File: src/rtl/sopc_nios2_0_oci_dct_packer.sv
// Packs 2-bit OCI DCT trace codes into 15-slot frames with a valid/ready output.
// Optional: define DCT_DROP_COUNT_EN for the saturating dropped-code counter.
module sopc_nios2_0_oci_dct_packer #(
  parameter int CODE_W = 2,
  parameter int SLOTS  = 15
) (
  input  logic        clk,
  input  logic        reset,
  input  logic        trace_enable,
  input  logic [1:0]  dct_code,
  input  logic        dct_code_valid,
  input  logic        flush,
  input  logic        frame_ready,
  output logic        frame_valid,
  output logic [33:0] frame_data,
  output logic [29:0] dct_buffer,
  output logic [3:0]  dct_count,
  output logic        overflow,
  output logic [7:0]  drop_count
);

  localparam int BUF_W = CODE_W * SLOTS;
  localparam logic [3:0] CNT_FULL = 4'd15;

  logic [BUF_W-1:0] buf_q, buf_d;
  logic [3:0]       cnt_q, cnt_d;
  logic             fv_q, fv_d;
  logic [33:0]      fd_q, fd_d;
  logic             pend_q, pend_d;
  logic             te_q, te_d;
  logic             ovf_q, ovf_d;
  logic             drop_ev;

  logic             in_v;
  logic             reg_free;
  logic             flush_req;
  logic [BUF_W-1:0] nb;
  logic [3:0]       nc;
  logic             trig;

  // Accumulate, emit to the frame register, or drop when stalled while full.
  always_comb begin
    in_v      = dct_code_valid & trace_enable;
    reg_free  = ~fv_q | frame_ready;
    flush_req = flush | (te_q & ~trace_enable) | pend_q;
    nb        = in_v ? {buf_q[BUF_W-3:0], dct_code} : buf_q;
    nc        = in_v ? cnt_q + 4'd1 : cnt_q;
    trig      = (nc == CNT_FULL) | (flush_req & (nc != 4'd0));
    buf_d     = buf_q;
    cnt_d     = cnt_q;
    fv_d      = fv_q & ~frame_ready;
    fd_d      = fd_q;
    pend_d    = pend_q;
    ovf_d     = ovf_q;
    drop_ev   = 1'b0;
    te_d      = trace_enable;
    if (cnt_q == CNT_FULL) begin
      if (reg_free) begin
        fv_d   = 1'b1;
        fd_d   = {cnt_q, buf_q};
        buf_d  = in_v ? {{(BUF_W-2){1'b0}}, dct_code} : '0;
        cnt_d  = in_v ? 4'd1 : 4'd0;
        pend_d = 1'b0;
      end else begin
        // The full frame satisfies any flush once it moves out.
        pend_d  = flush_req;
        drop_ev = in_v;
        ovf_d   = ovf_q | in_v;
      end
    end else if (trig && reg_free) begin
      fv_d   = 1'b1;
      fd_d   = {nc, nb};
      buf_d  = '0;
      cnt_d  = 4'd0;
      pend_d = 1'b0;
    end else begin
      buf_d  = nb;
      cnt_d  = nc;
      pend_d = flush_req & (nc != 4'd0);
    end
  end

  // Core state registers.
  always_ff @(posedge clk or posedge reset) begin
    if (reset) begin
      buf_q  <= '0;
      cnt_q  <= '0;
      fv_q   <= 1'b0;
      fd_q   <= '0;
      pend_q <= 1'b0;
      te_q   <= 1'b0;
      ovf_q  <= 1'b0;
    end else begin
      buf_q  <= buf_d;
      cnt_q  <= cnt_d;
      fv_q   <= fv_d;
      fd_q   <= fd_d;
      pend_q <= pend_d;
      te_q   <= te_d;
      ovf_q  <= ovf_d;
    end
  end

`ifdef DCT_DROP_COUNT_EN
  logic [7:0] drop_q, drop_d;

  // Saturating count of dropped codes.
  always_comb begin
    drop_d = drop_q;
    if (drop_ev && drop_q != 8'hFF) drop_d = drop_q + 8'd1;
  end

  // Drop counter register.
  always_ff @(posedge clk or posedge reset) begin
    if (reset) drop_q <= '0;
    else       drop_q <= drop_d;
  end

  assign drop_count = drop_q;
`else
  logic unused_drop;
  assign unused_drop = drop_ev;
  assign drop_count  = 8'd0;
`endif

  assign frame_valid = fv_q;
  assign frame_data  = fd_q;
  assign dct_buffer  = buf_q;
  assign dct_count   = cnt_q;
  assign overflow    = ovf_q;

endmodule

File: config.mk
export PLATFORM = sky130hd
export DESIGN_NAME = sopc_nios2_0_oci_dct_packer
export DESIGN_NICKNAME = d
export VERILOG_FILES = /design/src/rtl/sopc_nios2_0_oci_dct_packer.sv
export SDC_FILE = /design/constraint.sdc
export NUM_CORES = 1
export LEC_CHECK = 0
export BUFFER_PORTS_ARGS = -buffer_cell sky130_fd_sc_hd__buf_2
export CORE_MARGIN = 2
export CORE_UTILIZATION = 45
export CTS_BUF_LIST = sky130_fd_sc_hd__clkbuf_16
export DETAILED_ROUTE_END_ITERATION = 8
export HOLD_SLACK_MARGIN = 0.12
export PLACE_DENSITY = 0.74
export REMOVE_ABC_BUFFERS = 1
export SLEW_MARGIN = 20
export SYNTH_ARGS = -nofsm -noshare
export SYNTH_HDL_FRONTEND = slang
export SYNTH_SLANG_ARGS = --single-unit
export TNS_END_PERCENT = 50
File: constraint.sdc
create_clock -name clk -period 5.45 [get_ports clk]
set_input_delay 0.545 -clock clk [delete_from_list [all_inputs] [get_ports clk]]
set_output_delay 0.545 -clock clk [all_outputs]
set_load 0.005 [all_outputs]
Word level (Yosys, flattened, before mapping)
Cells that the tools add are included.
{"block": "word_totals", "regBits": 72, "output_inout_bits": 78, "wordCells": 48}
{"block": "classes", "addsub": 1, "n_eq_ne": 3, "n_mux": 19, "bitwise": 13, "reduce_logical": 5}
{"cell": "$mux W30", "n": 4}
{"cell": "$mux W34", "n": 3}
{"cell": "$mux W4", "n": 4}
{"cell": "$eq A4 B4 Y1 const B", "n": 2}
{"cell": "$mux W1", "n": 7}
{"cell": "$or A1 B1 Y1", "n": 5}
{"cell": "$add A4 B1 Y4 const B", "n": 1}
{"cell": "$and A1 B1 Y1", "n": 4}
{"cell": "$not A1 Y1", "n": 4}
{"cell": "$reduce_and A2 Y1", "n": 2}
{"cell": "$reduce_bool A4 Y1", "n": 1}
{"cell": "$mux W2", "n": 1}
{"cell": "$ne A2 B2 Y1 const B", "n": 1}
{"cell": "$reduce_bool A2 Y1", "n": 1}
{"cell": "$logic_and A1 B1 Y1", "n": 1}

Logic depth before layout (Yosys ltp)
{"block": "logic_depth", "word_depth": 9, "ltp_mapped": 9, "mapped_depth_nobuf": 7}

Least setup slack after synthesis
OpenSTA, ideal clock, no wires.
{"block": "synth_timing", "path_type": "flip-flop to flip-flop", "startpoint": "reg cnt_q[1] (netlist: dct_count[1])", "endpoint": "reg fd_q[6] (netlist: frame_data[6])", "setup_time_ns": 0.132, "arrival_ns": 1.808, "slack_ns": 3.510, "stages_incl_launch_ff": 9, "synth_period_minus_slack_ns": 1.940, "cell_sequence": "dfrtp_1 > ha_1 > and4b_1 > a32oi_2 > nand3_2 > o211ai_2 > buf_6 > buf_2 > a31oi_2"}
{"block": "synth_via", "elab_chain_len": 8}
{"item": "from (decl)", "line_no": "26", "text": "logic [3:0] cnt_q, cnt_d;"}
{"item": "from (signal assigned)", "line_no": "95", "text": "cnt_q <= cnt_d;"}
{"item": "$add A4 B1 Y4", "line_no": "47", "text": "nc = in_v ? cnt_q + 4'd1 : cnt_q;"}
{"item": "$mux W4", "line_no": "47"}
{"item": "$reduce_bool A4 Y1", "line_no": "48", "text": "trig = (nc == CNT_FULL) | (flush_req & (nc != 4'd0));"}
{"item": "$and A1 B1 Y1", "line_no": "48"}
{"item": "$or A1 B1 Y1", "line_no": "48"}
{"item": "$logic_and A1 B1 Y1", "line_no": "70", "text": "end else if (trig && reg_free) begin"}
{"item": "$reduce_bool A2 Y1 (no line)"}
{"item": "$reduce_and A2 Y1 (no line)"}
{"item": "to (signal assigned)", "line_no": "89", "text": "fd_q <= '0;"}
{"item": "to (signal assigned)", "line_no": "97", "text": "fd_q <= fd_d;"}
{"item": "to (decl)", "line_no": "28", "text": "logic [33:0] fd_q, fd_d;"}
Parallel ways exist; a longest one is shown, timed or not.
A chain may end at the register's enable or synchronous reset.

Worst setup path in the final report
{"block": "layout_timing", "startpoint": "reg cnt_q[0] (netlist: dct_count[0])", "endpoint": "reg fd_q[30] (netlist: frame_data[30])"}
The elaborated chain is that of the path after synthesis.

==> results list <==
- Max stage delay cell, worst path: sky130_fd_sc_hd__buf_4
- Total clock buffers created by CTS: 9
- Final number of hold-violating endpoints: 0
- Overall die width: 89.1 µm
* Site Rows: 31
* Global-route congestion overflow total: 0
- The synthesized netlist devotes 20.9% of its cell area to simple gates.
- After the first detailed-routing iteration, the DRC count stood at 196.
- Run status: completed
* Required @ worst endpoint: 5.69 ns
- Largest vdd supply drop: 0.205 mV
- The design draws 2.13 mW.
- Summing the areas of all compound-gate instances in the mapped netlist gives 17.3% of the synthesized area.
* Drt pass-1 iters: 5
- Class of the tightest hold or removal check: in -> reg
- Once placement completed, the tool counted placed cells totaling 507.
- The number of global-route vias before repair came to 2490.
- TritonCTS built the clock tree.
- Final sum of negative setup slack: 0 ns
- Gp weighted congestion: 0.920
* Number of setup buffers added after CTS: 0
- Of all nets on the critical path, the largest fanout is 66.
- Across all register-to-register paths, the minimum setup slack is 2.69 ns.
- In this run the remaining antenna-violating nets after routing total 0.
- For this run, design rule violations remaining after detail routing come to 0.
- Post-synthesis cell area: 3260 µm²
* Reg-to-Reg Start: dct_count[0]$_DFFE_PP0N_
- Entering global routing, the biggest net connects 73 pins.
- Share of the clock period used by the worst path after layout: 50.7%
- Of the total synthesized cell area, the portion taken by full adders, half adders and majority gates is 0.384%.
* Crit end category: register
- The die is 89.1 µm tall.
- After synthesis, the mean cell area works out to 9.34 µm².
- For the pin with the worst max-slew slack, the measured transition is 0.973 ns.
- Xor and xnor area share after synthesis: 0.538%
* Cells after Synth: 349
- Unrepaired setup endpoints after global routing: false
- Post-CTS Hold Fix Bufs: 0
* Minimum clock period: 2.76 ns
- Count of H-tree levels built during CTS: 3
- Timing-limited maximum frequency: 362 MHz
- Initial core utilization: 45.7%
* Slew headroom: 34.9%
- For this run, the number of Yosys warnings is 0.
- In this run the worst setup path begins at dct_count[0]$_DFFE_PP0N_.
- Post-CTS sizing: 0
- Clock Sink Count: 72
- The final layout contains 428 nets.
* LEAKAGE: 1.83 nW
* First-pass GRT wire length: 12200 µm
- Port bufs: 77
- Non-filler instance count after layout: 523
- Clock root buffer master: sky130_fd_sc_hd__clkbuf_16
- Data arrival time of the worst path: 3.00 ns
- Along the worst hold path, the cell count comes to 1.
* Layout cell share with drive strength beyond 1: 30.2%
* Count of state elements after synthesis: 72
- I/O pin count: 86
* Pins Over Slew Limit: 0
* Path depth of the worst reg2reg path: 8
* Reg-to-Reg End: frame_data[30]$_DFFE_PP0P_
- The clock reaches the later pin of the worst-skew pair after 0.33 ns.
- On the final layout, the worst clock skew is 0.00615 ns.
- Standard cell core area: 7140 µm²
- After detailed routing, the total wire length is 7500 µm.
- The floorplan step defined a die boundary enclosing 7940 µm².
- Crit path capture: frame_data[30]$_DFFE_PP0P_
- Once detailed placement completed, the half-perimeter wirelength came to 4710 µm.
* Maximum Capacitance Violations: 0
* Max clock buf depth: 2
- Mean routed wirelength per cell: 14.3 µm
- In the synthesized netlist, mux cells make up 0% of the area.
- Cells fill 56.0% of the core in the end.
* WS Path Type: reg -> reg
* Final-layout fill cell count: 679
* Number of distinct library cell variants in the gate-level netlist after synthesis: 38
- Total GRT Usage: 20.0%
* Total number of vias: 2669
* Antenna diode instance count: 0
* Cell Chain, Critical Path: ha_1, and4b_1, o21ai_1, nand3_2, o211ai_4, buf_4, o22ai_1, a211oi_2
* Combinational family with the most area after synthesis: simple AND/OR/NAND/NOR gates
- Summing the sequential cell areas from Yosys gives 55.3% of the chip area.
- For this design the ratio of total power to cell area is 533 nW/µm².
* Antenna violations before repair: 0
- Final worst slack: 2.69 ns
- The worst setup path is launched from a register.
- Clock transition at the register clock pins on the worst setup and hold paths after CTS: 0.06 ns
- Worst path max stage delay: 0.62 ns
- Via count normalized by instance count: 5.10
- Compared with the post-synthesis result, the final layout area differs by 22.7%.
- Setup-violating endpoint count in the final report: 0
- OpenSTA, run right after detailed placement, puts the worst setup slack at 2.75 ns.
==> flip-flops by register name (all words and copies together), names as in the netlist <==
register     count
dct_count        4
pend_q           1
dct_buffer      30
frame_valid      1
te_q             1
overflow         1
frame_data      34
==> how the worst min path moves through the flow <==
stage,start,end,slack (ns)
after global routing,trace_enable,te_q$_DFF_PP0_,0.41
after global placement,overflow$_DFFE_PP0P_,overflow$_DFFE_PP0P_,0.45
after CTS,trace_enable,te_q$_DFF_PP0_,0.39
after detailed placement,overflow$_DFFE_PP0P_,overflow$_DFFE_PP0P_,0.46
final,trace_enable,te_q$_DFF_PP0_,0.40
after floorplan,overflow$_DFFE_PP0P_,overflow$_DFFE_PP0P_,0.47
==> where the power goes <==
group	total, mW	switching [mW]	internal, mW	leakage, nW
clock network	0.625	0.224	0.400	0.148
registers	0.816	0.116	0.700	0.928
logic	0.688	0.392	0.296	0.753
total	2.13	0.733	1.40	1.83
==> through the flow <==
step | area, µm² | hold slack (ns)
after floorplan | 3110 | 0.466
after global placement | 3670 | 0.454
after detailed placement | 3670 | 0.457
after CTS | 3990 | 0.395
after global routing | 4000 | 0.410
final | 4000 | 0.405
==> cells by family (layout without fill, tap and decap cells) <==
family / count (synthesis) / count (layout)
flip-flops: 72 / 72
AND/OR/NAND/NOR: 161 / 161
XOR/XNOR: 2 / 2
other: 1 / 8
AO/OA/AOI/OAI: 81 / 81
adder cells (fa/ha/maj): 1 / 1
buffers and inverters: 31 / 99
==> routing by layer <==
metal,GRT usage (%),wire length [µm],up-vias
li1,-,-,1304
met1,28.8,3470,1270
met2,29.8,3450,88
met3,3.97,474,7
met4,7.87,100,0
met5,0,0,-
==> critical path: cells and delay by family (launching register included) <==
kind / cells / cell delay, ns
adders and majority gates: 1 / 0.36
and+or+nand+nor: 2 / 0.41
buffers and inverters: 1 / 0.62
DFF: 1 / 0.49
AOI/OAI and AO/OA: 4 / 0.77
==> synthesized netlist by cell type (all sizes together) <==
master | instances | area share [%]
clkbuf | 6 | 0.69
ha | 1 | 0.38
and4b | 1 | 0.31
and3 | 2 | 0.38
o22ai | 1 | 0.19
a21bo | 1 | 0.31
nor2 | 44 | 5.8
nand2 | 99 | 11
o21bai | 1 | 0.23
o21ai | 5 | 0.88
buf | 23 | 4.6
conb | 1 | 0.12
a21oi | 34 | 5.2
nand2b | 4 | 0.77
nor3 | 2 | 0.31
nand3 | 3 | 0.61
nor2b | 1 | 0.19
a211oi | 2 | 0.61
xnor2 | 2 | 0.54
a31oi | 31 | 7.9
a31o | 1 | 0.27
dfrtp | 72 | 55
and2 | 2 | 0.38
a21boi | 3 | 0.81
nand4b | 1 | 0.27
a32oi | 1 | 0.50
o211ai | 1 | 0.38
nand4 | 2 | 0.38
inv | 2 | 0.23
==> cell type report <==
| cell class | count | area [µm²] | share of cell area [%] |
|---|---|---|---|
| flip-flops and latches | 72 | 1800 | 45.1 |
| multi-input cells | 253 | 1330 | 33.2 |
| repair buffers | 81 | 415 | 10.4 |
| clock buffers | 9 | 225 | 5.64 |
| well taps | 99 | 124 | 3.10 |
| clock inverters | 7 | 96.3 | 2.41 |
| inverters | 2 | 7.51 | 0.188 |
==> layout by cell type, fill, tap and decap left out, drive strengths merged, types with 3 or more instances in the layout <==
master	instances
a21boi	3
a21oi	34
a31oi	31
buf	81
clkbuf	9
clkinvlp	3
conb	8
dfrtp	72
nand2	99
nand2b	4
nand3	3
nor2	44
o21ai	5
(Power assumes the default switching activity.)
